===== config.mk =====
export PLATFORM = sky130hd
export DESIGN_NAME = intan_frame_sched
export DESIGN_NICKNAME = d
export VERILOG_FILES = /design/src/rtl/intan_frame_sched.sv
export SDC_FILE = /design/constraint.sdc
export NUM_CORES = 1
export LEC_CHECK = 0
export CAP_MARGIN = 20
export CORE_ASPECT_RATIO = 0.8
export CORE_MARGIN = 2
export CORE_UTILIZATION = 49
export DETAILED_ROUTE_END_ITERATION = 6
export PLACE_DENSITY = 0.78
export SYNTH_ARGS = -nofsm -noshare
export SYNTH_HDL_FRONTEND = slang
export SYNTH_SLANG_ARGS = --single-unit

===== constraint.sdc =====
create_clock -name clk -period 2.3 [get_ports clk]
set_clock_uncertainty 0.2 [all_clocks]
set_input_delay 0.345 -clock clk [delete_from_list [all_inputs] [get_ports clk]]
set_output_delay 0.345 -clock clk [all_outputs]
set_load 0.02 [all_outputs]

===== src/rtl/intan_frame_sched.sv =====
// rtl/intan_frame_sched.sv - intan check/configure/read sequencer that frames drained FIFO bytes
// Frame: HDR, frame counter, lane-1 bytes, lane-0 bytes, XOR checksum (m_last).
module intan_frame_sched #(
    parameter logic [7:0]  HDR       = 8'hA5,
    parameter int          MAX_BYTES = 64,
    parameter logic [15:0] TIMEOUT   = 16'd50000
) (
    input  logic        clk,
    input  logic        rst,
    input  logic        start,
    output logic        fs_check,
    input  logic        fd_check,
    output logic        fs_conf,
    input  logic        fd_conf,
    output logic        fs_read,
    input  logic        fd_read,
    input  logic [1:0]  fifo_full,
    input  logic [1:0]  fifo_empty,
    output logic [1:0]  fifo_rxen,
    input  logic [15:0] fifo_rxd,
    output logic [7:0]  m_data,
    output logic        m_valid,
    input  logic        m_ready,
    output logic        m_last,
    output logic [7:0]  frame_cnt,
    output logic        err,
    output logic [7:0]  state
);

    localparam logic [7:0] S_IDLE  = 8'h01;
    localparam logic [7:0] S_CHECK = 8'h02;
    localparam logic [7:0] S_CONF  = 8'h04;
    localparam logic [7:0] S_PREP  = 8'h08;
    localparam logic [7:0] S_FITX  = 8'h10;
    localparam logic [7:0] S_HEAD  = 8'h20;
    localparam logic [7:0] S_DRAIN = 8'h40;
    localparam logic [7:0] S_TAIL  = 8'h80;
    localparam logic [7:0] MAXB    = 8'(MAX_BYTES);

    logic [7:0]  r_state;
    logic [7:0]  r_data;
    logic [7:0]  r_csum;
    logic [7:0]  r_frame;
    logic [7:0]  r_cnt;
    logic [15:0] r_tmo;
    logic        r_valid;
    logic        r_last;
    logic        r_err;
    logic        r_lane;
    logic        r_inflt;
    logic        r_hsel;

    logic        w_free;
    logic        w_lane_empty;
    logic        w_cap;
    logic        w_lane_done;
    logic        w_issue;
    logic        w_tmo_hit;
    logic [7:0]  w_rxbyte;

    // The output register can take a new byte if it is empty or being accepted now.
    assign w_free       = !r_valid || m_ready;
    assign w_lane_empty = r_lane ? fifo_empty[1] : fifo_empty[0];
    assign w_cap        = (r_cnt == MAXB);
    assign w_lane_done  = !r_inflt && (w_lane_empty || w_cap);
    assign w_issue      = (r_state == S_DRAIN) && !r_inflt && !w_lane_empty && !w_cap && w_free;
    assign w_tmo_hit    = (r_tmo == TIMEOUT - 16'd1);
    assign w_rxbyte     = r_lane ? fifo_rxd[15:8] : fifo_rxd[7:0];

    always_comb begin
        fifo_rxen = 2'b00;
        if (w_issue) fifo_rxen = r_lane ? 2'b10 : 2'b01;
    end

    assign fs_check  = (r_state == S_CHECK);
    assign fs_conf   = (r_state == S_CONF);
    assign fs_read   = (r_state == S_FITX);
    assign m_data    = r_data;
    assign m_valid   = r_valid;
    assign m_last    = r_last;
    assign frame_cnt = r_frame;
    assign err       = r_err;
    assign state     = r_state;

    always_ff @(posedge clk or negedge rst) begin
        if (!rst) begin
            r_state <= S_IDLE;
            r_data  <= 8'd0;
            r_csum  <= 8'd0;
            r_frame <= 8'd0;
            r_cnt   <= 8'd0;
            r_tmo   <= 16'd0;
            r_valid <= 1'b0;
            r_last  <= 1'b0;
            r_err   <= 1'b0;
            r_lane  <= 1'b0;
            r_inflt <= 1'b0;
            r_hsel  <= 1'b0;
        end else begin
            r_tmo <= r_tmo + 16'd1;
            case (r_state)
                S_IDLE: if (start) begin
                    r_state <= S_CHECK;
                    r_tmo   <= 16'd0;
                end
                S_CHECK: if (fd_check) begin
                    r_state <= S_CONF;
                    r_tmo   <= 16'd0;
                end else if (w_tmo_hit) begin
                    r_err   <= 1'b1;
                    r_state <= S_IDLE;
                end
                S_CONF: if (fd_conf) begin
                    r_state <= S_PREP;
                end else if (w_tmo_hit) begin
                    r_err   <= 1'b1;
                    r_state <= S_IDLE;
                end
                S_PREP: if (!start) begin
                    r_state <= S_IDLE;
                end else if (fifo_full == 2'b00) begin
                    r_state <= S_FITX;
                    r_tmo   <= 16'd0;
                end
                S_FITX: if (fd_read) begin
                    r_state <= S_HEAD;
                    r_data  <= HDR;
                    r_csum  <= HDR;
                    r_valid <= 1'b1;
                    r_hsel  <= 1'b0;
                end else if (w_tmo_hit) begin
                    r_err   <= 1'b1;
                    r_state <= S_IDLE;
                end
                S_HEAD: if (r_valid && m_ready) begin
                    if (!r_hsel) begin
                        r_data <= r_frame;
                        r_csum <= r_csum ^ r_frame;
                        r_hsel <= 1'b1;
                    end else begin
                        r_valid <= 1'b0;
                        r_state <= S_DRAIN;
                        r_lane  <= 1'b1;
                        r_cnt   <= 8'd0;
                    end
                end
                S_DRAIN: begin
                    if (r_valid && m_ready) r_valid <= 1'b0;
                    // Read data is valid the cycle after rxen; the register is free by construction.
                    if (r_inflt) begin
                        r_data  <= w_rxbyte;
                        r_csum  <= r_csum ^ w_rxbyte;
                        r_valid <= 1'b1;
                        r_inflt <= 1'b0;
                    end else if (w_issue) begin
                        r_inflt <= 1'b1;
                        r_cnt   <= r_cnt + 8'd1;
                    end else if (w_lane_done) begin
                        if (r_lane) begin
                            r_lane <= 1'b0;
                            r_cnt  <= 8'd0;
                        end else begin
                            r_state <= S_TAIL;
                        end
                    end
                end
                S_TAIL: begin
                    if (r_last) begin
                        if (m_ready) begin
                            r_valid <= 1'b0;
                            r_last  <= 1'b0;
                            r_frame <= r_frame + 8'd1;
                            r_state <= S_PREP;
                        end
                    end else if (w_free) begin
                        r_data  <= r_csum;
                        r_valid <= 1'b1;
                        r_last  <= 1'b1;
                    end
                end
                default: r_state <= S_IDLE;
            endcase
        end
    end

endmodule


---- Word-level counts from Yosys, hierarchy flattened ----
Index checks and enable logic that the tools add are counted.
cells by class
  add/subtract/negate cells ............... 3
  equal/unequal tests ..................... 33
  muxes and demuxes ....................... 71
  bitwise gates (word level) .............. 2
  reduce and logical (&&, ||, !) cells .... 27
operators by type and width
  operator                                                                number
  8-bit two-way mux                                                       31
  16-bit two-way mux                                                      4
  8-bit one-hot mux with 8 select lines                                   1
  16-bit one-hot mux with 3 select lines                                  1
  2-bit != test (second input constant)                                   16
  8-bit one-hot mux with 4 select lines                                   1
  1-bit two-way mux                                                       25
  8-bit one-hot mux with 3 select lines                                   1
  16-bit by 1-bit adder with 16-bit output (second input constant)        1
  8-bit by 1-bit adder with 8-bit output (second input constant)          2
  16-bit equality test (second input constant)                            1
  8-bit by 7-bit equality test with 1-bit output (second input constant)  2
  8-bit one-hot mux with 2 select lines                                   1
  8-bit XOR                                                               2
  3-bit != test (second input constant)                                   5
  7-bit AND reduction                                                     2
  6-bit AND reduction                                                     2
  10-bit AND reduction                                                    1
  8-bit by 1-bit equality test with 1-bit output (second input constant)  1
  8-bit by 2-bit equality test with 1-bit output (second input constant)  1
  8-bit by 3-bit equality test with 1-bit output (second input constant)  1
  8-bit by 4-bit equality test with 1-bit output (second input constant)  1
  8-bit by 5-bit equality test with 1-bit output (second input constant)  1
  8-bit by 6-bit equality test with 1-bit output (second input constant)  1
  17 further kinds                                                        31
storage, ports and cells
  bits in registers ....................... 62
  output and inout port bits .............. 32
  word-level logic and storage cells ...... 148

---- Depth between registers and ports, before layout ----
Gate-level depths: netlist of the first run.
  depth in word-level cells ............... 8
  mapped depth ............................ 9
  mapped depth without buffers ............ 8

---- Worst setup path after synthesis of the first run ----
Ideal clock, no wire load.
  path type ............................... register -> register
  from .................................... register r_state[4] (netlist: state[4])
  to ...................................... register r_state[4] (netlist: state[4])
  arrival time ............................ 2.116 ns
  data required time ...................... 2.023 ns
  slack ................................... -0.094 ns
  stages on the path, launching flop included .. 8
  buffers on the path ..................... 1
  period minus slack after synthesis ...... 2.394 ns
  path through ............................ dfrtp_1 buf_2 or4_4 nor4_4 a22oi_1 o21ai_2 nand3_1 a21oi_1
on the way
  elaborated cells between the ends (all ways) .. 28
  those cells by class .................... 18 x eq/ne; 5 x mux; 5 x reduce/logical
RTL lines
  element                                         RTL line  RTL
  start: declaration                              40        logic [7:0] r_state;
  start signal: assignment                        87        r_state <= S_IDLE;
  start signal: assignment                        103       r_state <= S_CHECK;
  start signal: assignment                        107       r_state <= S_CONF;
  8-bit by 3-bit equality test with 1-bit output  n/a
  named net fs_conf                               13        output logic fs_conf,
  8-bit one-hot mux with 8 select lines           101       case (r_state)
The timed path passes the listed nets, and every way through them passes these cells.
A chain may end at the register's enable or synchronous reset.

---- Worst setup path after layout of the first run ----
  from .................................... register r_cnt[0]
  to ...................................... output port fifo_rxen[1]
on the way
  word-level cells in the longest chain between the ends .. 5
ends and longest elaborated chain
  element                                         RTL line  RTL
  start: declaration                              44        logic [7:0] r_cnt;
  start signal: assignment                        157       r_cnt <= r_cnt + 8'd1;
  8-bit by 7-bit equality test with 1-bit output  64        assign w_cap = (r_cnt == MAXB);
  1-bit zero test                                 66        assign w_issue = (r_state == S_DRAIN) && !r_inflt && !w_lane_empty && !w_cap && w_free;
  1-bit logical AND (2 in a row)                  66
  2-bit two-way mux                               72        if (w_issue) fifo_rxen = r_lane ? 2'b10 : 2'b01;
  end: declaration                                19        output logic [1:0] fifo_rxen,
Every way passes these cells.

==> metrics.cfg, run 1 <==
[sta]
final-max-slew-violation-count = 0
whs_ns = 0.283
hold_violations = 0
worst_pin_slew_ns = 0.589
min_period_over_period_pct = 111
final.setup.worst_slack_ns = -0.250
grt_setup_unrepaired = true
period_minus_slack_ns = 2.55
setup_viol = 9
slew_headroom_pct = 60.7
fmax_mhz = 392
setup_tns_ns = -0.523

[worst_setup_path]
r2r_slack_ns = -0.03
worstPathArrival_ns = 2.01
endpoint_kind = primary output
crit_required_ns = 1.75
slowest_stage = or4_4
path_class = flop to primary output
crit_path_max_fanout = 2
cpPeakStageDelay_ns = 0.44
crit_path_cell_trace = inv_2, ha_4, nand4bb_1, or4_4, nand3_4, nor2_1, and2_2, buf_2
worst_r2r_path_depth = 8
timing.rr.end = r_cnt[0]
rr_startpoint = r_cnt[4]
startpoint_type = flop

[hold_path]
hold_depth = 1
hp-class = flop to flop
holdCritStartpoint = err
hold_path_end = err

[floorplanning]
die_h_um = 81.1
fp.dieArea_um2 = 8150
ios = 59
die_w_um = 100
core_um2 = 7290
row_count = 28
initial_core_util_pct = 50.0

[placed_design]
hpwl_um = 7060
io_buffers = 58
placedCellCount = 577
gp_congestion = 0.871

[clocking]
cts.clk_slew.worst_paths_ns = 0.07
clock-sinks = 62
cts_buffer_depth = 2
cts_made_buffers = 9
ctsRootBufferMaster = clkbuf_8
cts_tree = done
insertion_delay_ns = 0.36
htreeDepth = 3

[drt]
wl_per_cell_um = 17.7
vias_per_cell = 6.07
antenna_left = 0
routed_wl_um = 10700
num_vias = 3674
first_pass_iters = 5
drc = 0
drt-initial-drc-count = 250

[logic_synthesis]
ys_async_sr_fraction_pct = 100
synthFlopType = dfrtp_1
synthDistinctLibCells = 63
yosysSeqAreaShare_pct = 42.6
yosys_warnings = 0
ys_seq_elements = 62
avgSynthCellArea_um2 = 9.37
synth_edf_count = 0
syn_inst = 389
syn_area_um2 = 3640
syn-num-nets = 420

[global_route]
grt_antenna_before_repair = 0
grt_max_degree = 43
grt_pass1_vias = 3460
grt_pass1_wl_um = 16600
grt_usage_pct = 26.5
grt-ovfl-total = 0

[finish]
final_common_cell = buf_4
area_growth_pct = 45.1
instances_no_fill = 605
final_nets = 541
layout_common_cells = 65 x buf_4, 59 x dfrtp_1, 51 x clkdlybuf4s50_1, 32 x nor2_1, 28 x nand2_1
drive_gt1_share_pct = 31.8
antenna_cells = 0

[pwr]
power_mw = 3.65
powerDensity_nw_per_um2 = 690
p_leak_nw = 2.29
ir_drop_mv = 0.614

[job]
drv_cap = 0

[outcome]
violations = setup timing
outcome = finished with violations

==> stage by stage <==
| step | setup WS (ns) | area (um^2) | utilization, % |
|---|---|---|---|
| after floorplan | -0.000347 | 3660 | - |
| after global placement | -0.237 | 4700 | 64.5 |
| after detailed placement | -0.266 | 4700 | 64.5 |
| after CTS | -0.206 | 5040 | 69.1 |
| after global routing | -0.298 | 5290 | 72.5 |
| final | -0.250 | 5290 | 72.5 |
==> state kept, by name, indices dropped and copies added, names as in the netlist, 8 cells and up <==
signal,count
r_cnt,8
m_data,8
state,8
frame_cnt,8
r_tmo,16
r_csum,8
==> layer usage <==
layer / global-route usage, % / wire length, um / vias up
met3: 8.69 / 941 / 33
met1: 34.3 / 4450 / 1772
li1: - / - / 1689
met2: 41.8 / 5030 / 180
met5: 0 / 0 / -
met4: 9.73 / 312 / 0
==> area by class of cell <==
cell class                 instances  area, um^2
clock inverter                     5         106
timing repair buffer             131        1180
sequential                        62        1560
fill                             526        2000
multi-input combinational        295        2150
tap                               90         113
inverter                          11        41.3
clock buffer                      11         141
==> how the worst max path moves through the flow <==
stage                     cells after the start     start           end
final                                         8  r_cnt[0]  fifo_rxen[1]
after global routing                          8  r_cnt[0]  fifo_rxen[1]
after CTS                                     8  r_cnt[0]  fifo_rxen[1]
after detailed placement                      8  r_cnt[0]  fifo_rxen[1]
after global placement                        8  r_cnt[0]  fifo_rxen[1]
after floorplan                               7  state[4]      state[4]
==> kinds of logic (layout without fill, tap and decap cells) <==
kind of cell | after synthesis | count (layout) | synth area share [%]
compound gates | 104 | 104 | 19.2
xor+xnor | 21 | 21 | 5.05
fa+ha+maj | 4 | 4 | 1.37
buf+inv | 33 | 158 | 5.25
flops | 62 | 62 | 42.6
mux | 11 | 11 | 3.37
simple gates | 154 | 155 | 23.2
==> worst max-delay path: cells and delay by family, from the launching register on <==
| family | cells | cell delay [ns] |
|---|---|---|
| fa+ha+maj | 1 | 0.13 |
| buf+inv | 2 | 0.24 |
| flops | 1 | 0.40 |
| simple gates | 5 | 0.88 |
==> what timing repair did <==
action	4_1_cts	5_1_grt
pin swaps	2	8
resized for setup	39	50
endpoints found under the setup margin	43	52
buffers inserted	5	4
hold buffers	1	0
cloned	0	2
hold endpoints to repair	19	0
==> Yosys cell counts, types with 2 or more instances <==
library cell	number	area share (%)
mux2_2	10	3.1
nand4b_1	2	0.48
and3_1	9	1.5
nand2b_1	6	1.0
clkbuf_1	6	0.62
buf_6	6	1.9
nand4_1	5	0.86
and4_1	3	0.72
nor4b_1	2	0.48
xnor2_1	12	2.9
nand3_1	21	2.9
nand2_1	29	3.0
a21oi_1	14	1.9
o21ai_0	22	3.0
inv_1	11	1.1
or4_4	2	0.62
o31a_1	3	0.72
nor3b_1	2	0.41
nor3_1	8	1.1
nor2b_1	7	1.2
o22ai_1	11	1.9
a22oi_1	9	1.9
a31oi_1	14	2.4
a211oi_1	2	0.41
or4_1	2	0.41
a21boi_0	4	0.82
buf_2	9	1.2
dfrtp_1	61	42
o31ai_1	7	1.4
o32ai_1	2	0.48
nor2_1	42	4.3
nor4_4	2	1.2
ha_1	4	1.4
xor2_1	9	2.2
or3_1	3	0.52
==> where the power goes <==
part / internal, mW / switching (mW)
clock network: 0.752 / 0.472
registers: 1.19 / 0.0927
logic: 0.565 / 0.570
total: 2.51 / 1.13
Power figures use the tool's default switching activity.
==> run 2, diff against run 1 <==
- CORE_UTILIZATION: 49 -> 55
- DONT_BUFFER_PORTS: unset -> 1
- PLACE_DENSITY: 0.78 -> 0.74
==> run 2 against run 1 <==
Sequential power about the same. Utilization increased by 0.26 points. Critical endpoint unchanged. Clock power decreased by 13%. Non-clock buffer count decreased by 61. The flow still finishes with violations (setup timing). Highest routed layer unchanged.
==> metrics.cfg, run 2 (synthesis gave the netlist of run 1 again) <==
[clocking]
cts.clk_slew.worst_paths_ns = 0.07  ; about the same
htreeDepth = 3  ; unchanged
cts_buffer_depth = 2  ; unchanged
clock-sinks = 62  ; unchanged
cts_tree = done  ; unchanged
ctsRootBufferMaster = clkbuf_8  ; unchanged
cts_made_buffers = 9  ; unchanged
insertion_delay_ns = 0.34  ; was 0.36 ns

[finish]
largest_reg_flops = 16  ; unchanged
layout_common_cells = 59 x buf_4, 55 x dfrtp_1, 33 x nor2_1, 27 x nand2_1, 20 x o21ai_0  ; was 65 x buf_4, 59 x dfrtp_1, 51 x clkdlybuf4s50_1, 32 x nor2_1, 28 x nand2_1
post-route-util_pct = 72.8  ; was 72.5%
area_growth_pct = 28.1  ; was 45.1%
final_area_um2 = 4670  ; was 5290 um^2
largest-register = r_tmo  ; unchanged
antenna_cells = 0  ; unchanged
final_nets = 480  ; was 541
drive_gt1_share_pct = 33.0  ; was 31.8%
fill_cells = 453  ; was 526
final_common_cell = buf_4  ; unchanged

[sta]
min_period_over_period_pct = 106  ; was 111%
hold_violations = 0  ; unchanged
final-max-slew-violation-count = 0  ; unchanged
fmax_mhz = 410  ; was 392 MHz
final.setup.worst_slack_ns = -0.136  ; was -0.250 ns
setup_tns_ns = -0.558  ; was -0.523 ns
grt_setup_unrepaired = true  ; unchanged
setup_viol = 16  ; was 9
period_minus_slack_ns = 2.44  ; was 2.55 ns
slew_headroom_pct = 66.9  ; was 60.7%
worst_pin_slew_ns = 0.489  ; was 0.589 ns

[worst_setup_path]
startpoint_type = flop  ; unchanged
crit_path_max_fanout = 3  ; was 2
path_class = flop to primary output  ; unchanged
worstPathArrival_ns = 1.89  ; was 2.01 ns
endpoint_kind = primary output  ; unchanged
critPathTopFamily = simple AND/OR/NAND/NOR gates  ; unchanged
crit_path_cell_trace = inv_2, ha_4, nand4bb_1, or4_1, nand3_2, nor2_2, and2_4  ; was inv_2, ha_4, nand4bb_1, or4_4, nand3_4, nor2_1, and2_2, buf_2
slowest_stage = or4_1  ; was or4_4
path_buf_inv = 1  ; was 2
crit_required_ns = 1.75  ; about the same
cpPeakStageDelay_ns = 0.44  ; about the same

[floorplanning]
fp.dieArea_um2 = 7300  ; was 8150 um^2
die_h_um = 76.8  ; was 81.1 um
die_w_um = 95  ; was 100 um
core_um2 = 6410  ; was 7290 um^2
row_count = 26  ; was 28
ios = 59  ; unchanged
initial_core_util_pct = 56.9  ; was 50.0%

[pwr]
power_mw = 3.48  ; was 3.65 mW
intPower_mw = 2.32  ; was 2.51 mW
powerDensity_nw_per_um2 = 746  ; was 690 nW/um^2
ir_drop_mv = 0.570  ; was 0.614 mV
pwr-share-comb_pct = 31.8  ; was 31.1%
p_leak_nw = 2.02  ; was 2.29 nW
seqPwrFrac_pct = 37.9  ; was 35.3%
p_sw_mw = 1.16  ; was 1.13 mW
clockPowerShare_pct = 30.3  ; was 33.6%
sw_frac_of_total_pct = 33.2  ; was 31.1%

[hold_path]
hp-class = input port to flop  ; was flop to flop

[drt]
antenna_left = 0  ; unchanged
wl_per_cell_um = 19.4  ; was 17.7 um
drt-initial-drc-count = 283  ; was 250
num_vias = 3444  ; was 3674
vias_per_cell = 6.40  ; was 6.07
first_pass_iters = 5  ; unchanged
drc = 0  ; unchanged
routed_wl_um = 10400  ; was 10700 um

[placed_design]
dpl_cell_area_um2 = 4010  ; was 4700 um^2
hpwl_um = 6460  ; was 7060 um
gp_congestion = 0.944  ; was 0.871
io_buffers = 0  ; was 58

[global_route]
grt-ovfl-total = 0  ; unchanged
grt_pass1_vias = 3191  ; was 3460
grt_pass1_wl_um = 15800  ; was 16600 um
grt_antenna_before_repair = 0  ; unchanged
grt_usage_pct = 27.8  ; was 26.5%
grt_max_degree = 63  ; was 43

[job]
drv_cap = 0  ; unchanged

[outcome]
outcome = finished with violations  ; unchanged
violations = setup timing  ; unchanged

[run 2: changes by cell type in the layout (fill, tap and decap cells not counted), moves of 2 or more]
cell / delta
buf_2: -4
buf_4: -6
clkdlybuf4s50_1: -51
clkinv_2: +2
dfrtp_1: -4
dfrtp_2: +4
nor2b_1: +3
nor2b_2: -2
o21ai_0: +3
o21ai_2: -3
[run 2: metrics by stage]
stage	setup slack, ns	hold slack, ns	instances
after floorplan	-0.000347	-0.151	389
after global placement	0.0612	-0.148	499
after detailed placement	-0.0174	-0.149	499
after CTS	-0.101	0.00792	535
after global routing	-0.216	0.0357	538
final	-0.136	0.0263	538
[run 2: per-layer routing]
metal / vias to the layer above / wire length (um) / GRT usage (%)
met3: 35 / 984 / 7.27
met5: - / 0 / 0
met1: 1638 / 4390 / 38.6
met4: 0 / 239 / 9.71
li1: 1561 / - / -
met2: 210 / 4830 / 42.1
[run 2: timing repair]
item | 4_1_cts | 5_1_grt
setup buffers | 17 | 2
pin swaps | 4 | 7
cloned | 0 | 2
setup endpoints to repair | 9 | 54
hold endpoints to repair | 63 | 0
gates resized for setup | 15 | 43
hold buffers | 3 | 0
[run 2: worst paths after layout]
kind	startpoint	to	slack [ns]	cells after the start
setup / recovery	r_cnt[0]	fifo_rxen[1]	-0.14	7
hold / removal	fd_read	state[5]	0.03	2
setup reg to reg	state[5]	state[3]	-0.08	9
hold reg to reg	r_cnt[7]	r_cnt[7]	0.28	1
max in group asynchronous	rst	state[0]	1.28	2
min in group asynchronous	rst	r_tmo[13]	0.34	2
[run 2: worst register-to-register path, cell delays in order, from the launching register on]
cell      delay [ns]
dfrtp_2         0.44
buf_4           0.16
buf_4           0.13
nor2b_1         0.14
buf_4           0.15
nand3_1         0.14
nand3_2         0.16
a211oi_2        0.35
nand2b_1        0.26
o22ai_2         0.12
[run 2: power by group through the flow]
stage	sequential [mW]	clock [mW]	combinational (mW)
finish	1.32	1.06	1.11
global route	1.33	1.11	1.17
CTS	1.31	1.07	0.899
detailed placement	1.33	0	0.780
global placement	1.32	0	0.754
floorplan	1.31	0	0.542
[run 2: area by class of cell]
class	count	area, um^2	area share [%]
inverter	11	41.3	0.885
clock buffer	10	128	2.74
multi-input combinational	295	2120	45.5
tap	84	105	2.25
timing repair buffer	70	621	13.3
sequential	62	1560	33.4
clock inverter	6	86.3	1.85
